===== config.mk =====
export PLATFORM = sky130hd
export DESIGN_NAME = if_id_instr_buffer_flat
export DESIGN_NICKNAME = d
export VERILOG_FILES = /design/src/rtl/if_id_instr_buffer_if.sv /design/src/rtl/if_id_instr_buffer.sv /design/src/flat_wrapper.sv
export SDC_FILE = /design/constraint.sdc
export NUM_CORES = 1
export LEC_CHECK = 0
export BUFFER_PORTS_ARGS = -buffer_cell sky130_fd_sc_hd__buf_2
export CAP_MARGIN = 5
export CORE_UTILIZATION = 45
export CTS_CLUSTER_DIAMETER = 200
export DETAILED_ROUTE_END_ITERATION = 10
export GPL_ROUTABILITY_DRIVEN = 0
export PLACE_DENSITY_LB_ADDON = 0.08
export SETUP_SLACK_MARGIN = 0.05
export SLEW_MARGIN = 20
export SYNTH_ARGS = -nofsm -noshare
export SYNTH_HDL_FRONTEND = slang
export SYNTH_SLANG_ARGS = --single-unit

===== constraint.sdc =====
create_clock -name Clk -period 2.65 [get_ports Clk]
set_clock_uncertainty 0.2 [all_clocks]
set_input_delay 0.53 -clock Clk [delete_from_list [all_inputs] [get_ports Clk]]
set_output_delay 0.53 -clock Clk [all_outputs]
set_load 0.02 [all_outputs]

===== src/rtl/if_id_instr_buffer_if.sv =====
// Fetch/decode handshake bundle for the IF/ID instruction buffer.
// The fetch side and the decode side both connect through this one bundle.
interface if_id_instr_buffer_if #(
    parameter int INSTR_W = 16,
    parameter int PC_W    = 16
);
    logic               In_Valid;
    logic [INSTR_W-1:0] In_Instr;
    logic [PC_W-1:0]    In_PC;
    logic               In_Ready;
    logic               Out_Valid;
    logic               Out_Ready;
    logic [INSTR_W-1:0] Out_Instr;
    logic [PC_W-1:0]    Out_PC;
    logic [3:0]         Opcode;
    logic [3:0]         Rs;
    logic [3:0]         Rt;
    logic [3:0]         Rd;
    logic [3:0]         Imm4;

    // Buffer side.
    modport slave (
        input  In_Valid, In_Instr, In_PC, Out_Ready,
        output In_Ready, Out_Valid, Out_Instr, Out_PC, Opcode, Rs, Rt, Rd, Imm4
    );

    // Fetch/decode side.
    modport master (
        output In_Valid, In_Instr, In_PC, Out_Ready,
        input  In_Ready, Out_Valid, Out_Instr, Out_PC, Opcode, Rs, Rt, Rd, Imm4
    );
endinterface


===== src/rtl/if_id_instr_buffer.sv =====
// IF/ID stage: DEPTH-entry instruction FIFO with valid/ready on both sides,
// synchronous flush, and field split of the head instruction.
module if_id_instr_buffer #(
    parameter int INSTR_W = 16,
    parameter int PC_W    = 16,
    parameter int DEPTH   = 2
) (
    input  logic                 Clk,
    input  logic                 Reset_n,
    input  logic                 Flush,
    if_id_instr_buffer_if.slave  bus
);
    localparam int PTR_W = (DEPTH > 1) ? $clog2(DEPTH) : 1;
    localparam int CNT_W = $clog2(DEPTH + 1);

    typedef struct packed {
        logic [INSTR_W-1:0] instr;
        logic [PC_W-1:0]    pc;
    } entry_t;

    entry_t           mem [DEPTH];
    logic [PTR_W-1:0] wr_ptr;
    logic [PTR_W-1:0] rd_ptr;
    logic [CNT_W-1:0] count;

    logic   full;
    logic   empty;
    logic   push;
    logic   pop;
    entry_t head;

    assign full  = (count == CNT_W'(DEPTH));
    assign empty = (count == '0);

    // In_Ready depends only on the registered count, so decode readiness
    // never reaches back into fetch combinationally.
    assign bus.In_Ready  = ~full;
    assign bus.Out_Valid = ~empty;

    assign push = bus.In_Valid & ~full & ~Flush;
    assign pop  = ~empty & bus.Out_Ready & ~Flush;

    // An empty buffer presents an all-zero NOP bubble.
    assign head = empty ? '0 : mem[rd_ptr];

    assign bus.Out_Instr = head.instr;
    assign bus.Out_PC    = head.pc;
    assign bus.Opcode    = head.instr[15:12];
    assign bus.Rs        = head.instr[11:8];
    assign bus.Rt        = head.instr[7:4];
    assign bus.Rd        = head.instr[3:0];
    assign bus.Imm4      = head.instr[3:0];

    // NOTE: sequential state uses non-blocking assignments so every register
    // samples pre-edge values regardless of statement order.
    always_ff @(posedge Clk or negedge Reset_n) begin
        if (!Reset_n) begin
            count  <= '0;
            wr_ptr <= '0;
            rd_ptr <= '0;
            // NOTE: storage is cleared on reset on purpose; it is small, and
            // this keeps post-reset state fully defined.
            for (int i = 0; i < DEPTH; i++) begin
                mem[i] <= '0;
            end
        end else if (Flush) begin
            count  <= '0;
            wr_ptr <= '0;
            rd_ptr <= '0;
        end else begin
            if (push) begin
                mem[wr_ptr] <= '{instr: bus.In_Instr, pc: bus.In_PC};
                wr_ptr      <= wr_ptr + PTR_W'(1);
            end
            if (pop) begin
                rd_ptr <= rd_ptr + PTR_W'(1);
            end
            case ({push, pop})
                2'b10:   count <= count + CNT_W'(1);
                2'b01:   count <= count - CNT_W'(1);
                default: count <= count;
            endcase
        end
    end
endmodule

===== src/flat_wrapper.sv =====
// flat-port wrapper written by rule: the top's interface ports become plain ports
module if_id_instr_buffer_flat 
#(
    parameter int INSTR_W = 16,
    parameter int PC_W    = 16,
    parameter int DEPTH   = 2
)
  (Clk, Reset_n, Flush, bus_In_Valid, bus_In_Instr, bus_In_PC, bus_Out_Ready, bus_In_Ready, bus_Out_Valid, bus_Out_Instr, bus_Out_PC, bus_Opcode, bus_Rs, bus_Rt, bus_Rd, bus_Imm4);
  if_id_instr_buffer_if #(.INSTR_W(INSTR_W), .PC_W(PC_W)) bus_i ();
  input  logic Clk;
  input  logic Reset_n;
  input  logic Flush;
  input wire logic [$bits(bus_i.In_Valid)-1:0] bus_In_Valid;
  input wire logic [$bits(bus_i.In_Instr)-1:0] bus_In_Instr;
  input wire logic [$bits(bus_i.In_PC)-1:0] bus_In_PC;
  input wire logic [$bits(bus_i.Out_Ready)-1:0] bus_Out_Ready;
  output wire logic [$bits(bus_i.In_Ready)-1:0] bus_In_Ready;
  output wire logic [$bits(bus_i.Out_Valid)-1:0] bus_Out_Valid;
  output wire logic [$bits(bus_i.Out_Instr)-1:0] bus_Out_Instr;
  output wire logic [$bits(bus_i.Out_PC)-1:0] bus_Out_PC;
  output wire logic [$bits(bus_i.Opcode)-1:0] bus_Opcode;
  output wire logic [$bits(bus_i.Rs)-1:0] bus_Rs;
  output wire logic [$bits(bus_i.Rt)-1:0] bus_Rt;
  output wire logic [$bits(bus_i.Rd)-1:0] bus_Rd;
  output wire logic [$bits(bus_i.Imm4)-1:0] bus_Imm4;
  assign bus_i.In_Valid = bus_In_Valid;
  assign bus_i.In_Instr = bus_In_Instr;
  assign bus_i.In_PC = bus_In_PC;
  assign bus_i.Out_Ready = bus_Out_Ready;
  assign bus_In_Ready = bus_i.In_Ready;
  assign bus_Out_Valid = bus_i.Out_Valid;
  assign bus_Out_Instr = bus_i.Out_Instr;
  assign bus_Out_PC = bus_i.Out_PC;
  assign bus_Opcode = bus_i.Opcode;
  assign bus_Rs = bus_i.Rs;
  assign bus_Rt = bus_i.Rt;
  assign bus_Rd = bus_i.Rd;
  assign bus_Imm4 = bus_i.Imm4;
  if_id_instr_buffer #(.INSTR_W(INSTR_W), .PC_W(PC_W), .DEPTH(DEPTH)) u_core (.Clk(Clk), .Reset_n(Reset_n), .Flush(Flush), .bus(bus_i));
endmodule

==> impl_summary.md <==
STA
The number of failing hold endpoints at the final stage is 0. Derived from the worst setup path, the maximum achievable clock frequency is 423.4 MHz. Measured against its own limit, the worst slew margin works out to 0.7475. The final setup slack of the worst path is 288.3 ps. The transition at the pin with the smallest max-transition slack is 378.8 ps. Setup repair after global routing left no endpoint under its margin. The clock period minus worst slack is 2362 ps.

The count of endpoints failing setup in the final report is 0. In the finished design, the share of the clock period the worst path needs comes to 0.8912. For the final routed database, the setup TNS stands at 0 ps. The minimum hold slack is 217.2 ps. The max-slew violation total from the final report is 0.

Setup path
In this run the worst path has a maximum fanout of 24. The critical path data arrival time is 1630 ps. The data required time of the worst path is 1920 ps.

The startpoint type of the worst setup path is a flip-flop. On the worst path, the slowest cell contributes a delay of 560 ps. The kind of capture point of the worst setup path is an output pin.

Walking the worst path, the cells encountered are buf_12, mux2i_1, nor2_1, buf_2. The start-to-end type of the worst setup path is flip-flop to output pin. The register-to-register setup slack is 760 ps. The launching point of the worst reg2reg path is u_core.count[1]. The number of cells on the worst reg-to-reg path is 5.

Among all stages on the critical path, the largest delay is contributed by sky130_fd_sc_hd__dfrtp_2. The terminus of the critical flop-to-flop path is u_core.mem[20].

CTS
The worst-skew pair later-pin latency is 340 ps. The number of gates resized after cts is 0. TritonCTS built the clock tree. For this design, the sink count on the clock tree is 68. The number of buffers inserted during clock tree synthesis is 9. No sink is reached through more buffers than the 2 on the longest clock path. The H-tree depth is 3. The post-CTS clock slew at the launch and capture registers of the worst setup and hold paths is 80 ps. CTS placed an instance of sky130_fd_sc_hd__clkbuf_8 at the clock tree root.

Global route
In the global route stage, overall resource usage came out at 0.1733. The number of global-route vias before repair is 2031. For this run the aggregate overflow at the end of global routing stands at 0.

The first global-routing pass estimated 9742 um of wire. The initial antenna violation count came to 0. Entering global routing, the biggest net connects 33 pins.

Worst hold path
The worst hold path stage count is 2. The endpoint of the worst hold-timing path is u_core.mem[53]. The startpoint identified for the worst hold timing path is bus_In_Instr[5]. The class of the tightest hold or removal check is input pin to flip-flop.

Route
Across all layers, the routed design uses 2083 vias. The total length of routed wires is 5890 um. The post-detailed-route DRC marker count is 0. The first-pass iteration count of the detailed router is 4.

Dividing the detail-routed via count by the number of cells gives 4.855. The count of nets left with antenna violations once routing finished came out at 0. The initial DRC count is 57. Dividing the detail-routed wire length by the instance count gives 13.73 um.

Floorplanning
The initial utilization of the core area, before any placement, comes to 0.4712. In this run the standard cell core region covers 6907 um2. The site row count is 30.

The number of top-level pins is 91. The vertical die dimension is 87.04 um. The die is 87.04 um wide. The full die area is 7576 um2.

Placement
The HPWL after detailed placement is 4030 um. At the placement stage, the worst setup path has a slack of 589.8 ps. The quantity of I/O buffers inserted on ports is 90.

Logic synthesis
Counting every instance in the synthesized netlist gives 251. Synthesis inferred 68 register bits. The post-synthesis cell area is 3254 um2.

The share of the yosys chip area belonging to registers is 0.5229. The count of warnings emitted by yosys is 0. The count of unique library cells instantiated by Yosys is 23. The synthesized area divided by synthesized cell count is 12.97 um2. Counting every net in the synthesized netlist gives 288.

Outcome
The run finished with clean final reports.

Finish
The final antenna diode count is 0. In the layout the commonest cells are sky130_fd_sc_hd__buf_2, sky130_fd_sc_hd__dfrtp_1, sky130_fd_sc_hd__mux2_2, sky130_fd_sc_hd__mux2i_1, sky130_fd_sc_hd__nor2_1. From synthesis to final layout, the design area changed by 19.34%. The net count of the finished layout is 365. The commonest non-fill, non-tap cell in the layout is sky130_fd_sc_hd__buf_2. Of the cells placed in the final design, the portion with a size suffix greater than 1 is 0.5345.

Pwr
The peak supply drop is 351.4 uV. For this design the ratio of total power to cell area is 766.4 nW/um2. In this run the static leakage power is 1.837 nW.

Flow run
Max-cap violations in this run came to 0.
-- sequential cells by signal, summed over array words and instances (netlist names) --
register       count
u_core.rd_ptr      1
u_core.mem        64
u_core.count       2
u_core.wr_ptr      1
-- kinds of logic (layout without fill, tap and decap cells) --
| kind of cell | count (synthesis) | count (layout) | share of synthesized area |
|---|---|---|---|
| compound gates | 8 | 8 | 0.01384 |
| xor+xnor | 1 | 1 | 0.002692 |
| buf+inv | 36 | 118 | 0.07612 |
| flops | 68 | 68 | 0.5229 |
| mux | 97 | 97 | 0.3230 |
| simple gates | 41 | 41 | 0.06152 |
-- report_power, final --
part | switching, mW | internal [mW] | leakage [nW]
logic | 0.374 | 0.374 | 0.930
clock network | 0.387 | 0.430 | 0.0931
registers | 0.125 | 1.29 | 0.813
total | 0.886 | 2.09 | 1.84
-- synthesized netlist by cell type (all sizes together) --
cell type  number  share of area
o21ai           2         0.0031
nand3b          1         0.0023
xor2            1         0.0027
o211ai          1         0.0023
or3             1         0.0019
dfrtp          68           0.52
buf            29          0.068
a21oi           4         0.0062
mux2           64           0.22
nor3b           1         0.0023
a21o            1         0.0023
mux2i          33           0.10
nor2           34          0.039
nand4b          1         0.0046
nor4            1         0.0065
or2             1         0.0019
nor2b           1         0.0027
clkbuf          4         0.0046
inv             3         0.0035
-- through the flow --
stage,total power [mW],instances,area [um2],util
floorplan,1.997,251,3254,-
global placement,2.175,412,3690,0.5342
detailed placement,2.194,412,3690,0.5342
CTS,3.021,429,3884,0.5623
global route,3.153,429,3884,0.5623
finish,2.977,429,3884,0.5623
-- cell type report --
class | instances | area (um2)
well taps | 96 | 120.1
clock buffers | 11 | 131.4
flip-flops and latches | 68 | 1703
multi-input cells | 147 | 1308
repair buffers | 99 | 558.0
fillers | 650 | 3023
inverters | 3 | 11.26
clock inverters | 5 | 52.55
-- worst max-delay path, delay by kind of cell (launching register included) --
family	cells	cell delay (ps)
DFF	1	560
and+or+nand+nor	1	70
muxes	1	230
buffers and inverters	2	420
-- how the worst max path moves through the flow --
stage	start	end	cells after the start
floorplan	u_core.rd_ptr	bus_Out_Instr[0]	5
global placement	bus_In_Valid	u_core.mem[59]	5
detailed placement	bus_In_Valid	u_core.mem[62]	5
CTS	u_core.rd_ptr	bus_Rt[3]	4
global route	u_core.rd_ptr	bus_Out_Instr[15]	4
finish	u_core.rd_ptr	bus_Rt[3]	4
-- repair_timing --
| item | 4_1_cts | 5_1_grt |
|---|---|---|
| buffers inserted | 0 | 0 |
| hold buffers | 1 | 0 |
| endpoints found under the hold margin | 14 | 0 |
| setup endpoints to repair | 0 | 0 |
-- per-layer routing --
| metal | GRT usage | part of all wire |
|---|---|---|
| met2 | 0.2820 | 0.48 |
| met5 | 0 | 0 |
| met1 | 0.2108 | 0.45 |
| met4 | 0.08788 | 0.025 |
| met3 | 0.04834 | 0.051 |
(Power assumes the default switching activity.)
